**src/rtl/sram_bus_pkg.sv**
```systemverilog
// Shared definitions for the sram-like bus and its arbiter.
//   SZ_BYTE/SZ_HALF/SZ_WORD : access size encodings carried on *_size
//   ARB_FIXED/ARB_RR        : arbitration mode selectors
//   ch_idx_t                : channel index, wide enough for up to 8 masters
package sram_bus_pkg;

    localparam logic [1:0] SZ_BYTE = 2'd0;
    localparam logic [1:0] SZ_HALF = 2'd1;
    localparam logic [1:0] SZ_WORD = 2'd2;

    localparam int ARB_FIXED = 0;
    localparam int ARB_RR    = 1;

    localparam int CH_IDX_W = 3;
    typedef logic [CH_IDX_W-1:0] ch_idx_t;

endpackage

```
**src/rtl/sram_like_arbiter_if.sv**
```systemverilog
// Bundle of the multi-channel master side and the single slave side of the
// sram-like arbiter.
//   m_*   : NUM_CH packed request channels toward the arbiter, plus per-channel
//           addr_ok/data_ok and the broadcast read data back to the masters
//   s_*   : the single selected request toward memory and its handshake
// Modports: master (CPU-side masters), slave (memory), arb (the arbiter).
interface sram_like_arbiter_if #(
    parameter int NUM_CH = 2,
    parameter int ADDR_W = 32,
    parameter int DATA_W = 32
);
    localparam int SW = DATA_W / 8;

    logic [NUM_CH-1:0]        m_req;
    logic [NUM_CH-1:0]        m_wr;
    logic [2*NUM_CH-1:0]      m_size;
    logic [ADDR_W*NUM_CH-1:0] m_addr;
    logic [SW*NUM_CH-1:0]     m_wstrb;
    logic [DATA_W*NUM_CH-1:0] m_wdata;
    logic [NUM_CH-1:0]        m_addr_ok;
    logic [NUM_CH-1:0]        m_data_ok;
    logic [DATA_W-1:0]        m_rdata;

    logic                     s_req;
    logic                     s_wr;
    logic [1:0]               s_size;
    logic [ADDR_W-1:0]        s_addr;
    logic [SW-1:0]            s_wstrb;
    logic [DATA_W-1:0]        s_wdata;
    logic                     s_addr_ok;
    logic                     s_data_ok;
    logic [DATA_W-1:0]        s_rdata;

    modport master (
        output m_req, m_wr, m_size, m_addr, m_wstrb, m_wdata,
        input  m_addr_ok, m_data_ok, m_rdata
    );

    modport slave (
        input  s_req, s_wr, s_size, s_addr, s_wstrb, s_wdata,
        output s_addr_ok, s_data_ok, s_rdata
    );

    modport arb (
        input  m_req, m_wr, m_size, m_addr, m_wstrb, m_wdata,
        output m_addr_ok, m_data_ok, m_rdata,
        output s_req, s_wr, s_size, s_addr, s_wstrb, s_wdata,
        input  s_addr_ok, s_data_ok, s_rdata
    );

endinterface

```
**src/rtl/order_fifo.sv**
```systemverilog
// Small in-order FIFO remembering which channel issued each outstanding
// transaction.
//   clk, resetn : clock, asynchronous active-low reset
//   push, din   : write an entry (caller guarantees not full)
//   pop         : drop the head entry (caller guarantees not empty)
//   head        : oldest entry
//   count       : number of stored entries, 0..DEPTH
//   full, empty : count == DEPTH / count == 0
module order_fifo #(
    parameter int DEPTH = 4,
    parameter int WIDTH = 3
) (
    input  logic                     clk,
    input  logic                     resetn,
    input  logic                     push,
    input  logic [WIDTH-1:0]         din,
    input  logic                     pop,
    output logic [WIDTH-1:0]         head,
    output logic [$clog2(DEPTH):0]   count,
    output logic                     full,
    output logic                     empty
);
    localparam int AW = $clog2(DEPTH);
    localparam int CW = AW + 1;

    logic [WIDTH-1:0] mem [DEPTH];
    logic [AW-1:0]    wptr;
    logic [AW-1:0]    rptr;

    // Pointers are exactly log2(DEPTH) bits so they wrap without compare.
    always_ff @(posedge clk or negedge resetn) begin
        if (!resetn) begin
            wptr  <= '0;
            rptr  <= '0;
            count <= '0;
            for (int i = 0; i < DEPTH; i++) begin
                mem[i] <= '0;
            end
        end else begin
            if (push) begin
                mem[wptr] <= din;
                wptr      <= wptr + 1'b1;
            end
            if (pop) begin
                rptr <= rptr + 1'b1;
            end
            case ({push, pop})
                2'b10:   count <= count + 1'b1;
                2'b01:   count <= count - 1'b1;
                default: count <= count;
            endcase
        end
    end

    assign head  = mem[rptr];
    assign full  = (count == CW'(DEPTH));
    assign empty = (count == '0);

endmodule

```
**src/rtl/sram_like_arbiter.sv**
```systemverilog
// N-channel arbiter sharing one sram-like (req/addr_ok/data_ok) memory port
// among NUM_CH masters (ch0 = instruction fetch, ch1 = data access).
//   clk, resetn : clock, asynchronous active-low reset
//   bus (arb)   : m_* master channels and s_* memory port, see interface
//   proto_err   : sticky, set when memory answers with nothing outstanding
// Request and response paths are purely combinational; responses are
// returned in acceptance order using an order FIFO of channel indices.
module sram_like_arbiter
    import sram_bus_pkg::*;
#(
    parameter int NUM_CH    = 2,
    parameter int ADDR_W    = 32,
    parameter int DATA_W    = 32,
    parameter int MAX_OUTST = 4,
    parameter int ARB_MODE  = ARB_FIXED
) (
    input  logic               clk,
    input  logic               resetn,
    sram_like_arbiter_if.arb   bus,
    output logic               proto_err
);
    localparam int SW = DATA_W / 8;
    localparam int CW = $clog2(MAX_OUTST) + 1;

    ch_idx_t        win;
    ch_idx_t        grant;
    ch_idx_t        lock_ch;
    ch_idx_t        rr_ptr;
    ch_idx_t        head;
    logic           lock_vld;
    logic           s_req_int;
    logic           accept;
    logic           pop;
    logic           fifo_full;
    logic           fifo_empty;
    logic [CW-1:0]  fifo_count;
    int             best_dist;

    // Winner among current requests; round-robin picks the requester with
    // the smallest circular distance from rr_ptr.
    always_comb begin
        win       = '0;
        best_dist = NUM_CH;
        if (ARB_MODE == ARB_RR) begin
            for (int i = 0; i < NUM_CH; i++) begin
                if (bus.m_req[i] &&
                    (((i - int'(rr_ptr)) + NUM_CH) % NUM_CH) < best_dist) begin
                    best_dist = ((i - int'(rr_ptr)) + NUM_CH) % NUM_CH;
                    win       = ch_idx_t'(i);
                end
            end
        end else begin
            for (int i = NUM_CH - 1; i >= 0; i--) begin
                if (bus.m_req[i]) begin
                    win = ch_idx_t'(i);
                end
            end
        end
    end

    // A pending (not yet accepted) request keeps the slave payload stable.
    assign grant     = lock_vld ? lock_ch : win;
    assign s_req_int = (lock_vld || (|bus.m_req)) && !fifo_full;
    assign accept    = s_req_int && bus.s_addr_ok;
    assign pop       = bus.s_data_ok && (fifo_count != '0);

    always_comb begin
        bus.s_wr    = 1'b0;
        bus.s_size  = '0;
        bus.s_addr  = '0;
        bus.s_wstrb = '0;
        bus.s_wdata = '0;
        for (int i = 0; i < NUM_CH; i++) begin
            if (grant == ch_idx_t'(i)) begin
                bus.s_wr    = bus.m_wr[i];
                bus.s_size  = bus.m_size[2*i +: 2];
                bus.s_addr  = bus.m_addr[ADDR_W*i +: ADDR_W];
                bus.s_wstrb = bus.m_wstrb[SW*i +: SW];
                bus.s_wdata = bus.m_wdata[DATA_W*i +: DATA_W];
            end
        end
    end

    always_comb begin
        bus.m_addr_ok = '0;
        bus.m_data_ok = '0;
        for (int i = 0; i < NUM_CH; i++) begin
            bus.m_addr_ok[i] = accept && (grant == ch_idx_t'(i));
            bus.m_data_ok[i] = pop && (head == ch_idx_t'(i));
        end
    end

    assign bus.s_req   = s_req_int;
    assign bus.m_rdata = bus.s_rdata;

    always_ff @(posedge clk or negedge resetn) begin
        if (!resetn) begin
            lock_vld  <= 1'b0;
            lock_ch   <= '0;
            rr_ptr    <= '0;
            proto_err <= 1'b0;
        end else begin
            if (accept) begin
                lock_vld <= 1'b0;
            end else if (s_req_int) begin
                lock_vld <= 1'b1;
                lock_ch  <= grant;
            end
            if ((ARB_MODE == ARB_RR) && accept) begin
                rr_ptr <= ch_idx_t'((int'(grant) + 1) % NUM_CH);
            end
            if (bus.s_data_ok && fifo_empty) begin
                proto_err <= 1'b1;
            end
        end
    end

    order_fifo #(
        .DEPTH (MAX_OUTST),
        .WIDTH ($bits(ch_idx_t))
    ) u_fifo (
        .clk    (clk),
        .resetn (resetn),
        .push   (accept),
        .din    (grant),
        .pop    (pop),
        .head   (head),
        .count  (fifo_count),
        .full   (fifo_full),
        .empty  (fifo_empty)
    );

endmodule

```
**src/flat_wrapper.sv**
```systemverilog
// flat-port wrapper written by rule: the top's interface ports become plain ports
module sram_like_arbiter_flat import sram_bus_pkg::*;
#(
    parameter int NUM_CH    = 2,
    parameter int ADDR_W    = 32,
    parameter int DATA_W    = 32,
    parameter int MAX_OUTST = 4,
    parameter int ARB_MODE  = ARB_FIXED
)
  (clk, resetn, proto_err, bus_m_req, bus_m_wr, bus_m_size, bus_m_addr, bus_m_wstrb, bus_m_wdata, bus_m_addr_ok, bus_m_data_ok, bus_m_rdata, bus_s_req, bus_s_wr, bus_s_size, bus_s_addr, bus_s_wstrb, bus_s_wdata, bus_s_addr_ok, bus_s_data_ok, bus_s_rdata);
  sram_like_arbiter_if #(.NUM_CH(NUM_CH), .ADDR_W(ADDR_W), .DATA_W(DATA_W)) bus_i ();
  input  logic clk;
  input  logic resetn;
  output logic proto_err;
  input wire logic [$bits(bus_i.m_req)-1:0] bus_m_req;
  input wire logic [$bits(bus_i.m_wr)-1:0] bus_m_wr;
  input wire logic [$bits(bus_i.m_size)-1:0] bus_m_size;
  input wire logic [$bits(bus_i.m_addr)-1:0] bus_m_addr;
  input wire logic [$bits(bus_i.m_wstrb)-1:0] bus_m_wstrb;
  input wire logic [$bits(bus_i.m_wdata)-1:0] bus_m_wdata;
  output wire logic [$bits(bus_i.m_addr_ok)-1:0] bus_m_addr_ok;
  output wire logic [$bits(bus_i.m_data_ok)-1:0] bus_m_data_ok;
  output wire logic [$bits(bus_i.m_rdata)-1:0] bus_m_rdata;
  output wire logic [$bits(bus_i.s_req)-1:0] bus_s_req;
  output wire logic [$bits(bus_i.s_wr)-1:0] bus_s_wr;
  output wire logic [$bits(bus_i.s_size)-1:0] bus_s_size;
  output wire logic [$bits(bus_i.s_addr)-1:0] bus_s_addr;
  output wire logic [$bits(bus_i.s_wstrb)-1:0] bus_s_wstrb;
  output wire logic [$bits(bus_i.s_wdata)-1:0] bus_s_wdata;
  input wire logic [$bits(bus_i.s_addr_ok)-1:0] bus_s_addr_ok;
  input wire logic [$bits(bus_i.s_data_ok)-1:0] bus_s_data_ok;
  input wire logic [$bits(bus_i.s_rdata)-1:0] bus_s_rdata;
  assign bus_i.m_req = bus_m_req;
  assign bus_i.m_wr = bus_m_wr;
  assign bus_i.m_size = bus_m_size;
  assign bus_i.m_addr = bus_m_addr;
  assign bus_i.m_wstrb = bus_m_wstrb;
  assign bus_i.m_wdata = bus_m_wdata;
  assign bus_m_addr_ok = bus_i.m_addr_ok;
  assign bus_m_data_ok = bus_i.m_data_ok;
  assign bus_m_rdata = bus_i.m_rdata;
  assign bus_s_req = bus_i.s_req;
  assign bus_s_wr = bus_i.s_wr;
  assign bus_s_size = bus_i.s_size;
  assign bus_s_addr = bus_i.s_addr;
  assign bus_s_wstrb = bus_i.s_wstrb;
  assign bus_s_wdata = bus_i.s_wdata;
  assign bus_i.s_addr_ok = bus_s_addr_ok;
  assign bus_i.s_data_ok = bus_s_data_ok;
  assign bus_i.s_rdata = bus_s_rdata;
  sram_like_arbiter #(.NUM_CH(NUM_CH), .ADDR_W(ADDR_W), .DATA_W(DATA_W), .MAX_OUTST(MAX_OUTST), .ARB_MODE(ARB_MODE)) u_core (.clk(clk), .resetn(resetn), .bus(bus_i), .proto_err(proto_err));
endmodule
```
**config.mk**
```make
export PLATFORM = sky130hd
export DESIGN_NAME = sram_like_arbiter_flat
export DESIGN_NICKNAME = d
export VERILOG_FILES = /design/src/rtl/sram_bus_pkg.sv /design/src/rtl/sram_like_arbiter_if.sv /design/src/rtl/order_fifo.sv /design/src/rtl/sram_like_arbiter.sv /design/src/flat_wrapper.sv
export SDC_FILE = /design/constraint.sdc
export NUM_CORES = 1
export LEC_CHECK = 0
export BUFFER_PORTS_ARGS = -buffer_cell sky130_fd_sc_hd__buf_2
export CAP_MARGIN = 10
export CELL_PAD_IN_SITES_DETAIL_PLACEMENT = 0
export CELL_PAD_IN_SITES_GLOBAL_PLACEMENT = 1
export CORE_AREA = 2 2 112 114
export DETAILED_ROUTE_END_ITERATION = 16
export DIE_AREA = 0 0 114 116
export PLACE_DENSITY = 0.75
export SYNTH_ARGS = -nofsm -noshare
export SYNTH_HDL_FRONTEND = slang
export SYNTH_SLANG_ARGS = --single-unit
export TNS_END_PERCENT = 20
```
**constraint.sdc**
```tcl
create_clock -name clk -period 3.2 [get_ports clk]
set_input_delay 0.48 -clock clk [delete_from_list [all_inputs] [get_ports clk]]
set_output_delay 0.48 -clock clk [all_outputs]
set_load 0.005 [all_outputs]
```
## Yosys cells after proc, flatten, opt, wreduce, memory -nomap -nowiden

Index checks and enable logic that the tools add are counted.

| operators by class | value |
|---|---|
| add/sub/neg operators | 4 |
| muxes and demuxes | 22 |
| equality and inequality tests | 5 |
| reduce and logical (&&, ||, !) cells | 19 |
| magnitude comparators | 3 |
| bitwise operators | 3 |

Operators by type and width:

| operator | count |
|---|---|
| $mux 32 | 4 |
| $mux 3 | 5 |
| $bwmux 12 | 1 |
| $logic_and 1x1->1 | 9 |
| $logic_not 3->1 | 3 |
| $mux 4 | 2 |
| $bmux 3 s2 | 1 |
| $demux 3 s2 | 1 |
| $eq 3x1->1 const B | 2 |
| $ge 3x3->1 const B | 2 |
| $not 2->3 | 2 |
| $pmux 3 s2 | 1 |
| $mux 1 | 5 |
| $add 2x1->2 const B | 2 |
| $mux 2 | 2 |
| $reduce_bool 2->1 | 2 |
| $add 3x1->3 const B | 1 |
| $eq 3x3->1 const B | 1 |
| $lt 3x1->1 const B | 1 |
| $reduce_bool 3->1 | 1 |
| $sub 3x1->3 const B | 1 |
| $eq 2x1->1 const B | 1 |
| $eq 2x2->1 const B | 1 |
| $reduce_and 2->1 | 1 |
| 4 further kinds | 4 |

| storage, ports and cells | value |
|---|---|
| logic and storage cells | 66 |
| output and inout port bits | 109 |
| bits in registers | 24 |

## Longest topological paths before layout

| logic depth | value |
|---|---|
| word-level depth | 6 |
| gate-level depth with buffers | 10 |
| mapped depth without buffers | 9 |

## Cells and area by module

From an unflattened synthesis, not the netlist that was laid out.

| unflattened totals | value |
|---|---|
| cells, all modules | 216 |
| area total of the unflattened synthesis | 2228.4 sq um |

Modules (own cells, without submodules):

| module | times used | area an instance (sq um) | cells an instance |
|---|---|---|---|
| sram_like_arbiter | 1 | 1321.3 | 151 |
| order_fifo | 1 | 907.1 | 65 |

## Worst setup path before layout

OpenSTA, ideal clock, no wires.

| path | value |
|---|---|
| path type | input port to flip-flop |
| start point | input port bus_m_req[1] |
| end point | register u_core.u_fifo.count[2] |
| stages | 9 |
| buffers on the path | 1 |
| required time | 3121 ps |
| data arrival time | 2186 ps |
| setup slack | 934 ps |
| cells stage by stage | nor3_1 > or3b_2 > buf_2 > ha_1 > inv_1 > fa_1 > xor2_1 > nor2_1 > xor2_1 |

| on the way | value |
|---|---|
| longest elaborated chain between the ends | 6 |
| elaborated cells on any way between the ends | 8 |
| classes of those cells | eq/ne: 2; mux: 1; reduce/logical: 5 |

RTL lines:

| item | RTL line | RTL |
|---|---|---|
| start: declaration | flat_wrapper.sv:15 | `input wire logic [$bits(bus_i.m_req)-1:0] bus_m_req;` |
| $reduce_or 2->1 * | sram_like_arbiter.sv:63 | `assign s_req_int = (lock_vld \|\| (\|bus.m_req)) && !fifo_full;` |
| $logic_or 1x1->1 * | sram_like_arbiter.sv:63 |  |
| $logic_and 1x1->1 * | sram_like_arbiter.sv:63 |  |
| $logic_and 1x1->1 * | sram_like_arbiter.sv:64 | `assign accept = s_req_int && bus.s_addr_ok;` |
| $eq 2x1->1 or $eq 2x2->1 (tied branches) | order_fifo.sv:47 | `case ({push, pop})` |
| $pmux 3 s2 or $reduce_bool 2->1 (tied branches) | -- |  |
| end signal: assignment | order_fifo.sv:48 | `2'b10: count <= count + 1'b1;` |
| end signal: assignment | order_fifo.sv:49 | `2'b01: count <= count - 1'b1;` |
| end signal: assignment | order_fifo.sv:50 | `default: count <= count;` |
| end: declaration | order_fifo.sv:19 | `output logic [$clog2(DEPTH):0] count,` |

Every way passes the cells marked *; elsewhere a longest branch is shown, timed or not.
A chain may end at the register's enable or synchronous reset.

## Worst setup path after layout

| path | value |
|---|---|
| start point | register u_core.lock_vld |
| end point | output port bus_s_addr[19] |

| on the way | value |
|---|---|
| longest elaborated chain between the ends | 4 |
| elaborated cells on any way between the ends | 5 |
| classes of those cells | eq/ne: 1; mux: 3; reduce/logical: 1 |

RTL lines:

| item | RTL line | RTL |
|---|---|---|
| start: declaration | sram_like_arbiter.sv:30 | `logic lock_vld;` |
| start signal: assignment | sram_like_arbiter.sv:98 | `lock_vld <= 1'b0;` |
| start signal: assignment | sram_like_arbiter.sv:104 | `lock_vld <= 1'b0;` |
| start signal: assignment | sram_like_arbiter.sv:106 | `lock_vld <= 1'b1;` |
| $mux 3 * | sram_like_arbiter.sv:62 | `assign grant = lock_vld ? lock_ch : win;` |
| $logic_not 3->1 | sram_like_arbiter.sv:74 | `if (grant == ch_idx_t'(i)) begin` |
| $mux 32 | sram_like_arbiter.sv:74 |  |
| $mux 32 * | sram_like_arbiter.sv:74 |  |
| end: declaration | flat_wrapper.sv:27 | `output wire logic [$bits(bus_i.s_addr)-1:0] bus_s_addr;` |

Marks and branches as above.

==> results_tabular.tex <==
\begin{tabular}{lr}
\hline
Metric & Value \\
\hline
\multicolumn{2}{l}{\textbf{Route}} \\
Count of TritonRoute iterations in the first routing pass & 4 \\
DRC & 0 \\
Remaining antenna violation count & 0 \\
Final wirelength & roughly 11000 µm \\
Average wire length per cell after detail routing & 19.9 µm \\
Via/cell ratio & between 4 and 5 \\
DRC marker count from the first detailed-route iteration & 129 \\
Via count & 2540 \\
\multicolumn{2}{l}{\textbf{Power and ir drop}} \\
Switch share & just under 40\% \\
Reg power frac & approximately 22\% \\
Cell internal pwr & 1.28 mW \\
Design Power & 2.10 mW \\
Comb pwr share & 60.7\% \\
Power density cells & 636 nW/µm² \\
Worst IR Drop VDD & 0.289 mV \\
Switching component of the power & 0.820 mW \\
Leakage power & 1.83 nW \\
Clk pwr share & about 17\% \\
\multicolumn{2}{l}{\textbf{STA}} \\
Tightest slew margin relative to the limit & 63.9\% \\
Setup skew after layout & 2.02 ps \\
Number of endpoints failing setup at the final stage & 0 \\
Final hold violation count & 0 \\
Share of the clock period used by the worst path after layout & 82.9\% \\
Fin crit period & 2650 ps \\
Final Hold Slack & between 150 and 200 ps \\
Setup TNS & 0 ps \\
Unrepaired setup endpoints after global routing & false \\
Highest Clock Rate & 0.377 GHz \\
Worst-Margin Slew & between 500 and 600 ps \\
Final-report max-slew violation count & 0 \\
Min setup slack post-route & 546 ps \\
\multicolumn{2}{l}{\textbf{Synthesis}} \\
Combinational family with the most area after synthesis & compound AO/OA/AOI/OAI gates \\
Number of synthesized flops with an enable pin & 0 \\
Number of instances in the synthesized netlist & 219 \\
Post-synthesis instance area & 2210 µm² \\
Area share of xor/xnor cells in the synthesized design & under 10\% \\
Largest area contributor in the netlist & a22o\_1 \\
Top cells by area in the synthesized netlist & a22o\_1, dfrtp\_1, buf\_4 \\
Adder-cell area share of the yosys netlist & 3.73\% \\
Post-synthesis async set-or-reset flop share & 100\% \\
Prevailing post-synth register cell & dfrtp\_1 \\
Nets in the synthesized netlist & a little over 400 \\
Simple-gate share of the synthesized area & under 10\% \\
Yosys Warn Count & 0 \\
Most common library cells after synthesis & a22o\_1, buf\_4, dfrtp\_1, mux2\_2, buf\_2 \\
Synthesized area per cell & about 10 µm² \\
Most numerous cell in the Yosys netlist & a22o\_1 \\
Number of different library cells in the post-synthesis netlist & 29 \\
Seq cells post-synth & 24 \\
Mux share of post-synthesis cell area & 9.60\% \\
Share of Yosys cell area claimed by the top area cell type & 28.1\% \\
Post-synthesis compound-gate area fraction & 30.5\% \\
Share of the yosys chip area belonging to registers & a little over a quarter \\
\multicolumn{2}{l}{\textbf{Placed design}} \\
Count of input and output buffers & 224 \\
Placed Cells & 544 \\
Gp weighted congestion & about 0.83 \\
Post-DP HPWL & a little over 9000 µm \\
Cell area after placement & 3190 µm² \\
Worst slack at placement & 718 ps \\
\multicolumn{2}{l}{\textbf{Clock network}} \\
Setup bufs post-CTS & 0 \\
Number of gates given a new drive strength after cts & 0 \\
Clock tree from TritonCTS & built \\
Cell chosen for the clock root & clkbuf\_16 \\
Longest Clk Path Bufs & 2 \\
CTS H-tree depth & 1 \\
TritonCTS sink count & 24 \\
Clk Latency, worst-skew pair & approximately 260 ps \\
Post-CTS Hold Fix Bufs & 0 \\
Number of buffers created by CTS & 3 \\
Clk slew on worst S/H paths & 60 ps \\
\multicolumn{2}{l}{\textbf{Floorplan}} \\
Floorplan die height & 116 µm \\
I/O Pins & between 200 and 300 \\
Core box area & 11900 µm² \\
Width of the die & roughly 110 µm \\
Initial Utilization & 18.6\% \\
Die outline area & 13200 µm² \\
Row Count & 40 \\
\multicolumn{2}{l}{\textbf{Critical path}} \\
R2r endpoint & u\_core.u\_fifo.count[2]\$\_DFFE\_PN0P\_ \\
Critical setup path kind & reg2out \\
Library cell contributing the largest single delay on the critical path & dfrtp\_1 \\
Depth of the critical timing path with buffers and inverters included & 5 \\
Minimum setup slack among reg-to-reg paths & 890 ps \\
Type of element launching the critical path & flop \\
Worst Path Buf+Inv & 2 \\
Maximum cell stage delay along the critical path & 470 ps \\
CP delay by family, top & simple AND/OR/NAND/NOR gates \\
Arrival time reported for the critical path endpoint & 2170 ps \\
Worst Reg-to-Reg Cells & 8 \\
Required time of the worst setup path & about 2700 ps \\
CP endpoint kind & primary output \\
Maximum fanout along the worst path & 62 \\
Launching point of the worst reg2reg path & u\_core.u\_fifo.count[0]\$\_DFFE\_PN0P\_ \\
Cell chain of the critical path & or3b\_4, and2\_2, buf\_12, a22o\_1, buf\_2 \\
\multicolumn{2}{l}{\textbf{Layout}} \\
Final standard cell count with taps included and fillers excluded & 548 \\
Diodes inserted & 0 \\
Layout cell share with drive strength beyond 1 & about 64\% \\
Final-layout fill cell count & 1334 \\
Area delta synth->final & 48.8\% \\
Final net count & 588 \\
Fraction of the core area covered by cells at the end of the flow & 27.7\% \\
Final Cell Area & 3290 µm² \\
\multicolumn{2}{l}{\textbf{Global routing}} \\
Grt total ovfl & 0 \\
Total routing resource utilization after global routing & 15.0\% \\
Met1 capacity usage during global routing & between 20\% and 30\% \\
Vias in the first global route & 2407 \\
Routing usage on met3 & under 10\% \\
Largest net degree at the start of global routing & 63 \\
Met2 capacity usage during global routing & a little under a quarter \\
Number of antenna violations at the first check in global routing & 1 \\
Global-route layer with the greatest usage & met2 \\
Global-route wire length before repair & between 10000 and 15000 µm \\
\multicolumn{2}{l}{\textbf{Run}} \\
Max\_cap viols & 0 \\
\multicolumn{2}{l}{\textbf{Status}} \\
Result of the run & finished, final reports clean \\
\multicolumn{2}{l}{\textbf{Min path}} \\
Path category of the worst min-delay check & in2async \\
\hline
\end{tabular}
state kept, by name (all words and copies together), names as in the netlist:
register,flops
u_core.u_fifo.wptr,2
u_core.lock_ch,3
u_core.u_fifo.mem,12
u_core.lock_vld,1
u_core.proto_err,1
u_core.u_fifo.count,3
u_core.u_fifo.rptr,2
power groups by stage:
stage / clock network (mW) / registers, mW / logic (mW)
2_1_floorplan: 0 / 0.448 / 0.829
3_3_place_gp: 0 / 0.467 / 1.24
3_5_place_dp: 0 / 0.473 / 1.27
4_1_cts: 0.363 / 0.471 / 1.28
5_1_grt: 0.377 / 0.485 / 1.39
6_report: 0.355 / 0.469 / 1.27
routing by layer:
| layer | vias up | part of all wire [%] | wire (µm) |
|---|---|---|---|
| li1 | 1159 | - | - |
| met1 | 1232 | 45 | 4950 |
| met2 | 139 | 44 | 4800 |
| met3 | 8 | 9.7 | 1060 |
| met4 | 2 | 0.56 | 61 |
| met5 | - | 0.12 | 13 |
worst reg2reg max path: cells and delay by family, from the launching register on:
kind / cells / cell delay [ps]
AND/OR/NAND/NOR: 3 / 860
buffers and inverters: 1 / 60
flip-flops: 1 / 430
adder cells (fa/ha/maj): 2 / 580
XOR/XNOR: 2 / 300
how the worst max path moves through the flow:
stage                                startpoint                                  to  slack [ps]
detailed placement                 bus_m_req[0]                     bus_s_wdata[17]         720
global route        u_core.lock_vld$_DFFE_PN0P_                     bus_s_wdata[13]         480
finish              u_core.lock_vld$_DFFE_PN0P_                      bus_s_addr[19]         550
global placement                   bus_m_req[0]                     bus_s_wdata[13]         720
CTS                 u_core.lock_vld$_DFFE_PN0P_                     bus_s_wdata[17]         540
floorplan                          bus_m_req[1]  u_core.u_fifo.count[2]$_DFFE_PN0P_         930
placed cells by master, fill, tap and decap left out, drive strengths merged:
cell    synthesis  routed
a21o            2       2
a22o           71      71
and2            3       3
and3            1       1
buf            50     228
bufinv          0       1
clkbuf          0       3
dfrtp          24      24
fa              1       1
ha              5       5
inv             8       8
mux2           14      14
mux2i           1       1
mux4            2       2
nand2           7       7
nand2b          1       1
nor2            1       1
nor2b           1       1
nor3            8       8
nor3b           2       2
o31a            2       2
o31ai           2       2
or2             5       5
or3b            2       2
xnor2           4       4
xor2            2       2
kinds of logic (layout without fill, tap and decap cells):
group,count (synthesis),count (layout)
multiplexers,17,17
AND/OR/NAND/NOR,31,31
adder cells (fa/ha/maj),6,6
buffers and inverters,58,240
flip-flops,24,24
XOR/XNOR,6,6
AO/OA/AOI/OAI,77,77
final cells by class:
cell class              instances  area (µm²)  area share (%)
repair buffers                228        1160            35.3
multi-input cells             137        1210            36.8
inverters                       8        30.0           0.912
clock inverters                 1        30.0           0.912
clock buffers                   3        75.1            2.28
flip-flops and latches         24         601            18.2
well taps                     147         184            5.58
Note: power is estimated with default switching activity, not from simulation.
